File: src/rtl/cbm2_bus_sched_if.sv
// ---------------------------------------------------------------------------
// cbm2_bus_sched_if
//
// Groups the control inputs and slot/strobe outputs of the CBM-II bus-slot
// scheduler so that cbm2_main and the scheduler share a single connection.
//
// master modport (scheduler side):
//   inputs  : pause, sys2mhz
//   outputs : pause_out, cycle[4:0], refresh, ext_cycle, cpu_cycle,
//             cop_cycle, vid_cycle, en_cpu, en_cop, en_vid, en_io_n,
//             en_io_p, ram_slot_ce, phase, vic_pixel, crtc_pixel
// slave modport (consumer side): the same signals with directions reversed.
// ---------------------------------------------------------------------------
interface cbm2_bus_sched_if;
    logic       pause;
    logic       sys2mhz;
    logic       pause_out;
    logic [4:0] cycle;
    logic       refresh;
    logic       ext_cycle;
    logic       cpu_cycle;
    logic       cop_cycle;
    logic       vid_cycle;
    logic       en_cpu;
    logic       en_cop;
    logic       en_vid;
    logic       en_io_n;
    logic       en_io_p;
    logic       ram_slot_ce;
    logic       phase;
    logic       vic_pixel;
    logic       crtc_pixel;

    modport master (
        input  pause, sys2mhz,
        output pause_out, cycle, refresh, ext_cycle, cpu_cycle, cop_cycle,
               vid_cycle, en_cpu, en_cop, en_vid, en_io_n, en_io_p,
               ram_slot_ce, phase, vic_pixel, crtc_pixel
    );

    modport slave (
        output pause, sys2mhz,
        input  pause_out, cycle, refresh, ext_cycle, cpu_cycle, cop_cycle,
               vid_cycle, en_cpu, en_cop, en_vid, en_io_n, en_io_p,
               ram_slot_ce, phase, vic_pixel, crtc_pixel
    );
endinterface

File: src/rtl/cbm2_bus_sched.sv
// ---------------------------------------------------------------------------
// cbm2_bus_sched
//
// Central bus-slot scheduler for the CBM-II core. A 5-bit phase counter
// divides each 1 MHz period (32 clk_sys clocks) into 32 slots owned in turn
// by the external/SDRAM port, the CPU, the co-CPU and video. The scheduler
// emits slot ownership, one-clock enable strobes, the SDRAM access start
// strobe and a refresh request once per refresh frame.
//
// Ports:
//   clk_sys  - system clock, 32 clocks per 1 MHz period
//   reset_n  - synchronous active-low reset
//   bus      - cbm2_bus_sched_if.master (pause/sys2mhz in, decodes out)
//
// Parameter:
//   RFSH_DIV - frames per SDRAM refresh frame (power of two, >= 2)
//
// Build option:
//   CBM2_SCHED_COP_EN - when defined, the co-CPU slots (8-11, 24-27) are
//   decoded and start SDRAM accesses; otherwise they stay idle and no co-CPU
//   logic exists.
// ---------------------------------------------------------------------------
module cbm2_bus_sched #(
    parameter int unsigned RFSH_DIV = 4
) (
    input  logic             clk_sys,
    input  logic             reset_n,
    cbm2_bus_sched_if.master bus
);

    localparam int RW = $clog2(RFSH_DIV);

    typedef enum logic {
        SCHED_HALT = 1'b0,
        SCHED_RUN  = 1'b1
    } sched_state_e;

    sched_state_e   state_q, state_d;
    logic [4:0]     pre_q, pre_d;
    logic [RW-1:0]  rcnt_q, rcnt_d;
    logic           s2_q, s2_d;
    logic           refresh_q, refresh_d;

    // Next-state logic. Pause is only sampled at the refresh decision point
    // (pre=15 of the refresh frame) so entry and exit stay frame aligned.
    always_comb begin
        // NOTE: every output of a combinational block gets a default first;
        // a path that leaves one unassigned would infer a latch.
        pre_d     = pre_q + 5'd1;
        rcnt_d    = rcnt_q;
        state_d   = state_q;
        s2_d      = s2_q;
        refresh_d = 1'b0;

        // The 2 MHz choice is frozen just before the first CPU slot so that
        // slots 4-11 of a frame see one consistent setting.
        if (pre_q == 5'd3) begin
            s2_d = bus.sys2mhz;
        end

        // rcnt only advances while running, so a halted scheduler sits in a
        // refresh frame and re-evaluates pause every 32 clocks.
        if (pre_q == 5'd31 && state_q == SCHED_RUN) begin
            rcnt_d = rcnt_q + RW'(1);
        end

        if (pre_q == 5'd15 && rcnt_q == '0) begin
            refresh_d = 1'b1;
            state_d   = bus.pause ? SCHED_HALT : SCHED_RUN;
        end
    end

    // NOTE: state registers use non-blocking assignments so every register
    // samples the values that existed before the clock edge.
    always_ff @(posedge clk_sys) begin
        // NOTE: all state is reset explicitly; there is no storage array here
        // that would make a reset impractical.
        if (!reset_n) begin
            state_q   <= SCHED_HALT;
            pre_q     <= 5'd0;
            rcnt_q    <= '0;
            s2_q      <= 1'b0;
            refresh_q <= 1'b0;
        end else begin
            state_q   <= state_d;
            pre_q     <= pre_d;
            rcnt_q    <= rcnt_d;
            s2_q      <= s2_d;
            refresh_q <= refresh_d;
        end
    end

    // Slot decode. A halted scheduler parks the visible slot at 16, which
    // belongs to no active owner once the run gate below is applied.
    logic       run;
    logic [4:0] cyc;
    logic [1:0] grp;      // 0 EXT, 1 CPU, 2 COP, 3 VID within a half-frame
    logic [1:0] off;      // clock within the 4-clock slot
    logic       fast;     // CPU/COP slot is live: second half, or 2 MHz mode

    assign run  = (state_q == SCHED_RUN);
    assign cyc  = run ? pre_q : 5'd16;
    assign grp  = cyc[3:2];
    assign off  = cyc[1:0];
    assign fast = cyc[4] | s2_q;

    always_comb begin
        bus.ext_cycle   = 1'b0;
        bus.cpu_cycle   = 1'b0;
        bus.cop_cycle   = 1'b0;
        bus.vid_cycle   = 1'b0;
        bus.en_cpu      = 1'b0;
        bus.en_cop      = 1'b0;
        bus.en_vid      = 1'b0;
        bus.en_io_n     = 1'b0;
        bus.en_io_p     = 1'b0;
        bus.ram_slot_ce = 1'b0;
        if (run) begin
            // Refresh frames give the second EXT slot to the SDRAM refresh.
            bus.ext_cycle   = (grp == 2'd0) && (!cyc[4] || rcnt_q != '0);
            bus.cpu_cycle   = (grp == 2'd1) && fast;
            bus.vid_cycle   = (grp == 2'd3);
            bus.en_vid      = (grp == 2'd3) && (off == 2'd3);
            bus.en_io_n     = (grp == 2'd1) && (off == 2'd2) && fast;
            bus.en_cpu      = (grp == 2'd1) && (off == 2'd3) && fast;
            bus.en_io_p     = (grp == 2'd2) && (off == 2'd0) && fast;
            bus.ram_slot_ce = (off == 2'd0) &&
                              ((grp == 2'd3) || (grp == 2'd1 && fast));
`ifdef CBM2_SCHED_COP_EN
            bus.cop_cycle   = (grp == 2'd2) && fast;
            bus.en_cop      = (grp == 2'd2) && (off == 2'd3) && fast;
            if (grp == 2'd2 && off == 2'd0 && fast) begin
                bus.ram_slot_ce = 1'b1;
            end
`endif
        end
    end

    assign bus.cycle      = cyc;
    assign bus.pause_out  = ~run;
    assign bus.refresh    = refresh_q;
    assign bus.phase      = cyc[4];
    assign bus.vic_pixel  = cyc[1] & cyc[0];
    assign bus.crtc_pixel = cyc[0];

endmodule

File: src/flat_wrapper.sv
// flat-port wrapper written by rule: the top's interface ports become plain ports
module cbm2_bus_sched_flat 
#(
    parameter int unsigned RFSH_DIV = 4
)
  (clk_sys, reset_n, bus_pause, bus_sys2mhz, bus_pause_out, bus_cycle, bus_refresh, bus_ext_cycle, bus_cpu_cycle, bus_cop_cycle, bus_vid_cycle, bus_en_cpu, bus_en_cop, bus_en_vid, bus_en_io_n, bus_en_io_p, bus_ram_slot_ce, bus_phase, bus_vic_pixel, bus_crtc_pixel);
  cbm2_bus_sched_if bus_i ();
  input  logic clk_sys;
  input  logic reset_n;
  input wire logic [$bits(bus_i.pause)-1:0] bus_pause;
  input wire logic [$bits(bus_i.sys2mhz)-1:0] bus_sys2mhz;
  output wire logic [$bits(bus_i.pause_out)-1:0] bus_pause_out;
  output wire logic [$bits(bus_i.cycle)-1:0] bus_cycle;
  output wire logic [$bits(bus_i.refresh)-1:0] bus_refresh;
  output wire logic [$bits(bus_i.ext_cycle)-1:0] bus_ext_cycle;
  output wire logic [$bits(bus_i.cpu_cycle)-1:0] bus_cpu_cycle;
  output wire logic [$bits(bus_i.cop_cycle)-1:0] bus_cop_cycle;
  output wire logic [$bits(bus_i.vid_cycle)-1:0] bus_vid_cycle;
  output wire logic [$bits(bus_i.en_cpu)-1:0] bus_en_cpu;
  output wire logic [$bits(bus_i.en_cop)-1:0] bus_en_cop;
  output wire logic [$bits(bus_i.en_vid)-1:0] bus_en_vid;
  output wire logic [$bits(bus_i.en_io_n)-1:0] bus_en_io_n;
  output wire logic [$bits(bus_i.en_io_p)-1:0] bus_en_io_p;
  output wire logic [$bits(bus_i.ram_slot_ce)-1:0] bus_ram_slot_ce;
  output wire logic [$bits(bus_i.phase)-1:0] bus_phase;
  output wire logic [$bits(bus_i.vic_pixel)-1:0] bus_vic_pixel;
  output wire logic [$bits(bus_i.crtc_pixel)-1:0] bus_crtc_pixel;
  assign bus_i.pause = bus_pause;
  assign bus_i.sys2mhz = bus_sys2mhz;
  assign bus_pause_out = bus_i.pause_out;
  assign bus_cycle = bus_i.cycle;
  assign bus_refresh = bus_i.refresh;
  assign bus_ext_cycle = bus_i.ext_cycle;
  assign bus_cpu_cycle = bus_i.cpu_cycle;
  assign bus_cop_cycle = bus_i.cop_cycle;
  assign bus_vid_cycle = bus_i.vid_cycle;
  assign bus_en_cpu = bus_i.en_cpu;
  assign bus_en_cop = bus_i.en_cop;
  assign bus_en_vid = bus_i.en_vid;
  assign bus_en_io_n = bus_i.en_io_n;
  assign bus_en_io_p = bus_i.en_io_p;
  assign bus_ram_slot_ce = bus_i.ram_slot_ce;
  assign bus_phase = bus_i.phase;
  assign bus_vic_pixel = bus_i.vic_pixel;
  assign bus_crtc_pixel = bus_i.crtc_pixel;
  cbm2_bus_sched #(.RFSH_DIV(RFSH_DIV)) u_core (.clk_sys(clk_sys), .reset_n(reset_n), .bus(bus_i));
endmodule
File: config.mk
export PLATFORM = sky130hd
export DESIGN_NAME = cbm2_bus_sched_flat
export DESIGN_NICKNAME = d
export VERILOG_FILES = /design/src/rtl/cbm2_bus_sched_if.sv /design/src/rtl/cbm2_bus_sched.sv /design/src/flat_wrapper.sv
export SDC_FILE = /design/constraint.sdc
export NUM_CORES = 1
export LEC_CHECK = 0
export BUFFER_PORTS_ARGS = -buffer_cell sky130_fd_sc_hd__buf_2
export CAP_MARGIN = 0
export CORE_UTILIZATION = 41
export DETAILED_ROUTE_END_ITERATION = 8
export GPL_TIMING_DRIVEN = 0
export PLACE_DENSITY = 0.82
export SYNTH_ARGS = -nofsm -noshare
export SYNTH_HDL_FRONTEND = slang
export SYNTH_SLANG_ARGS = --single-unit
File: constraint.sdc
create_clock -name clk_sys -period 1.5 [get_ports clk_sys]
set_input_delay 0.075 -clock clk_sys [delete_from_list [all_inputs] [get_ports clk_sys]]
set_output_delay 0.075 -clock clk_sys [all_outputs]
set_load 0.05 [all_outputs]
# == Yosys cells after proc, flatten, opt, wreduce, memory -nomap -nowiden ==
# Index checks and enable logic that the tools add are counted.
# classes
muxes,11
reduce_logical,19
bitwise,3
n_eq_ne,8
n_addsub,2
# op_table
cell,n
$logic_and A1 B1 Y1,12
$mux W1,10
$eq A2 B2 Y1 const B,4
$logic_not A2 Y1,3
$add A5 B1 Y5 const B,1
$eq A5 B2 Y1 const B,1
$eq A5 B4 Y1 const B,1
$eq A5 B5 Y1 const B,1
$mux W5,1
$add A2 B1 Y2 const B,1
$eq A2 B1 Y1 const B,1
$logic_or A1 B1 Y1,2
$reduce_bool A2 Y1,1
$and A1 B1 Y1,1
$logic_not A1 Y1,1
$not A1 Y1,1
$or A1 B1 Y1,1
# word_totals
wordCells,48
regBits,10
inputBits,4
output_inout_bits,20

# == Longest topological paths before layout ==
# logic_depth
depth_word,6
depth_mapped,5
mapped_depth_nobuf,5

# == Worst setup path before layout ==
# No wires, ideal clock.
# synth_timing
kind,reg-to-output
startpoint,reg u_core.pre_q[3]
endpoint,out bus_en_io_p
path_buffers,1
slack_ps,-598
arrival_time_ps,2023
stages_incl_launch_ff,4
required_time_ps,1425
path_cell_list,dfxtp_1 buf_4 o21ai_0 nor4_1
# synth_via
elab_chain_cells,5
# synth_rtl
element,line,text
from (decl),cbm2_bus_sched.sv:39,"logic [4:0] pre_q, pre_d;"
from (signal assigned),cbm2_bus_sched.sv:86,pre_q <= pre_d;
$mux W5,cbm2_bus_sched.sv:102,assign cyc = run ? pre_q : 5'd16;
$eq A2 B2 Y1,cbm2_bus_sched.sv:126,bus.en_io_p = (grp == 2'd2) && (off == 2'd0) && fast;
$logic_and A1 B1 Y1 (2 in series),cbm2_bus_sched.sv:126,
$mux W1,cbm2_bus_sched.sv:118,if (run) begin
to (decl),flat_wrapper.sv:23,output wire logic [$bits(bus_i.en_io_p)-1:0] bus_en_io_p;
# Every way passes these cells.

# == Worst setup path after layout ==
# layout_timing
startpoint,reg u_core.rcnt_q[0]
endpoint,out bus_ext_cycle
# layout_via
elab_chain_cells,4
# layout_rtl
element,line,text
from (decl),cbm2_bus_sched.sv:40,"logic [RW-1:0] rcnt_q, rcnt_d;"
from (signal assigned),cbm2_bus_sched.sv:87,rcnt_q <= rcnt_d;
$reduce_bool A2 Y1,cbm2_bus_sched.sv:120,bus.ext_cycle = (grp == 2'd0) && (!cyc[4] || rcnt_q != '0);
$logic_or A1 B1 Y1,cbm2_bus_sched.sv:120,
$logic_and A1 B1 Y1,cbm2_bus_sched.sv:120,
$mux W1,cbm2_bus_sched.sv:118,
to (decl),flat_wrapper.sv:15,output wire logic [$bits(bus_i.ext_cycle)-1:0] bus_ext_cycle;
# Every way passes these cells.

==> impl_results.md <==
* Clock Sinks at 10
* Total congestion overflow at 0
* Outcome: completed
* Worst clock skew at 0.00457 ns
* Antenna cells at 0
* Pwr Density at around 610 nW/um^2
* Starting Density at ~46%
* Hold Vio Cnt, Final at 0
* VDD IR max at 427 uV
* Design area at 853 sq um
* Die height at slightly above 40 um
* Placeable Area at roughly 1400 sq um
* DRT iter0 DRCs at 14
* Critical Path RT at around 1.4 ns
* Layout cells sized above 1 at around 53%
* CP startpoint: u_core.rcnt_q[0]
* Unrepaired setup endpoints after global routing: no
* Startpoint Class: flop
* Most frequent cells in the layout: buf_2 (15), buf_4 (7), inv_1 (6)
* Num ports at 24
* Clock Tree Buf Depth at 2
* First-pass GRT wire length at between 1500 and 2000 um
* Critical path arrival at around 1.3 ns
* Complex-gate fraction of the synthesized area at approximately a tenth
* H-tree levels at 1
* Placed insts at 106
* Setup TNS at 0 ns
* Mux share of post-synthesis cell area at between 3 and 4%
* Port-buffer cells at 21
* Synth Area in Simple Gates at approximately 33%
* Non-Filler Instances at ~110
* Commonest non-fill, non-tap cell in the layout: buf_2
* Setup Viol. Count Final at 0
* Cell Rows at 13
* Cts repair resizes at 7
* Hold-fix buffers, CTS at 0
* Synth warn at 0
* GP Congestion at around 0.71
* Worst min-delay path class: input port to flop
* Layout fillers at between 100 and 150
* Clock root buffer: clkbuf_4
* TritonCTS clock tree: yes
* Drt via density at approximately 5.2
* Tmin final at about 1.4 ns
* Endpoint type of the worst setup path: output pin
* Total Nets Final at approximately 100
* Max Fanout on Critical Path at 4
* Reg-to-Reg Start: u_core.pre_q[1]
* Total Power at roughly 520 uW
* HP Start: bus_pause
* Vias in the first global route at approximately 430
* Gr usage total at around 17%
* XOR/XNOR share of the synthesized area at 1.43%
* Setup repair bufs after CTS at 0
* Post-synthesis sequential area ratio at around a third
* Largest net degree at the start of global routing at 11
* Max_cap viols at 0
* Pins Over Slew Limit at 0
* Leak at 0.000375 uW
* Post-DRT Antenna Nets at 0
* Via count at roughly 570
* Adder-Cell Fraction of Synth Area at between 8 and 9%
* Clock slew at reported path FFs at 0.06 ns
* Critical path cell sequence: inv_1, ha_1, a211oi_2, buf_6
* DRC errors left at 0
* Count of different cell masters after synthesis at 24
* Synth Register Bits at 10
* Dpl cell area at ~790 sq um
* Initial antenna violation count at 0
* Synthesized cell area at approximately 610 sq um
* Chip width at ~41 um
* Syn Inst Count at ~70
* Syn_area_per_cell at roughly 9 sq um
* Synth-to-Final Area Change at 38.9%
* Post-DP HPWL at 946 um
* Period utilization at 94.6%
* Number of iterations in the first detailed-routing pass at 4
* Total Die Area at 1660 sq um
* Max incr delay on CP at 0.34 ns
* WP buf/inv at 2
* Worst path slowest cell: dfxtp_1
* Crit path max-delay family: flip-flops
* WL per Instance at 11.8 um
* Clock buffer count from CTS at 3
* Largest family of logic cells by synthesized area: simple AND/OR/NAND/NOR gates
* Total Routed Length at 1290 um
* Later-pin clock latency in the skew report at between 0.2 and 0.3 ns
* Max Freq at ~700 MHz
* Worst Path Class, Setup: flop to output pin
## report_power, final
part	internal [uW]	leakage [uW]	switching, uW
sequential	274	0.0000835	17.9
combinational	18.5	0.000278	27.2
clock	92.6	0.0000138	88.8
## layer usage
layer | up-vias | part of all wire (%) | GRT usage [%]
met3 | 4 | 5.5 | 3.26
met2 | 27 | 49 | 29.4
met1 | 260 | 42 | 18.4
met4 | 0 | 2.6 | 10.0
li1 | 280 | - | -
met5 | - | 0 | 0
## sequential cells by signal (all words and copies together) (netlist names)
signal and count:
u_core.bus.refresh 1, u_core.pre_q 5, u_core.rcnt_q 2, u_core.run 1, u_core.s2_q 1
## through the flow
step                      util, %  setup WS (ns)  hold WS, ns
after floorplan                 -        -0.0727        0.197
after global placement       58.2       -0.00645        0.296
after detailed placement     58.2        -0.0414        0.297
after CTS                    61.0         0.0118       0.0185
after global routing         63.2        0.00832       0.0183
final                        63.2         0.0813       0.0123
## synth_stat cells
master    count  area share, %
nor2_1        4            2.4
nand3b_1      2            2.4
nand2_1       4            2.4
nor4_1        1            1.0
nand2b_1      2            2.0
nor4_2        2            4.1
ha_1          4            8.1
nor4b_2       2            4.9
conb_1        1           0.61
mux2i_1       2            3.3
and3_1        4            4.1
xnor2_1       1            1.4
a21oi_1       3            2.4
inv_1         6            3.7
a311oi_2      1            2.4
nand3_1       2            1.6
and2_1        5            5.1
nor3_1        2            1.6
o21ai_0       1           0.81
buf_4         6            7.3
a21bo_2       2            3.3
nand2_2       1            1.0
dfxtp_1      10             33
a211oi_1      1            1.2
## layout make-up
class / instances / area (sq um) / area share [%]
Inverter: 6 / 22.5 / 2.64
Buffer: 6 / 48.8 / 5.72
Multi-Input combinational cell: 48 / 404 / 47.4
Clock buffer: 3 / 22.5 / 2.64
Timing Repair Buffer: 21 / 128 / 15.0
Tap cell: 15 / 18.8 / 2.20
Sequential cell: 10 / 209 / 24.5
## kinds of logic after synthesis
family          count (synthesis)
compound gates                  8
xor+xnor                        1
fa+ha+maj                       4
buf+inv                        12
flops                          10
mux                             2
other cells                     1
simple gates                   31
## worst paths after layout
| kind | endpoint | slack, ns | depth (start not counted) |
|---|---|---|---|
| max | bus_ext_cycle | 0.08 | 4 |
| min | u_core.run | 0.01 | 2 |
| max reg2reg | u_core.run | 0.09 | 5 |
| min reg2reg | u_core.s2_q | 0.51 | 2 |
(Power assumes the default switching activity.)
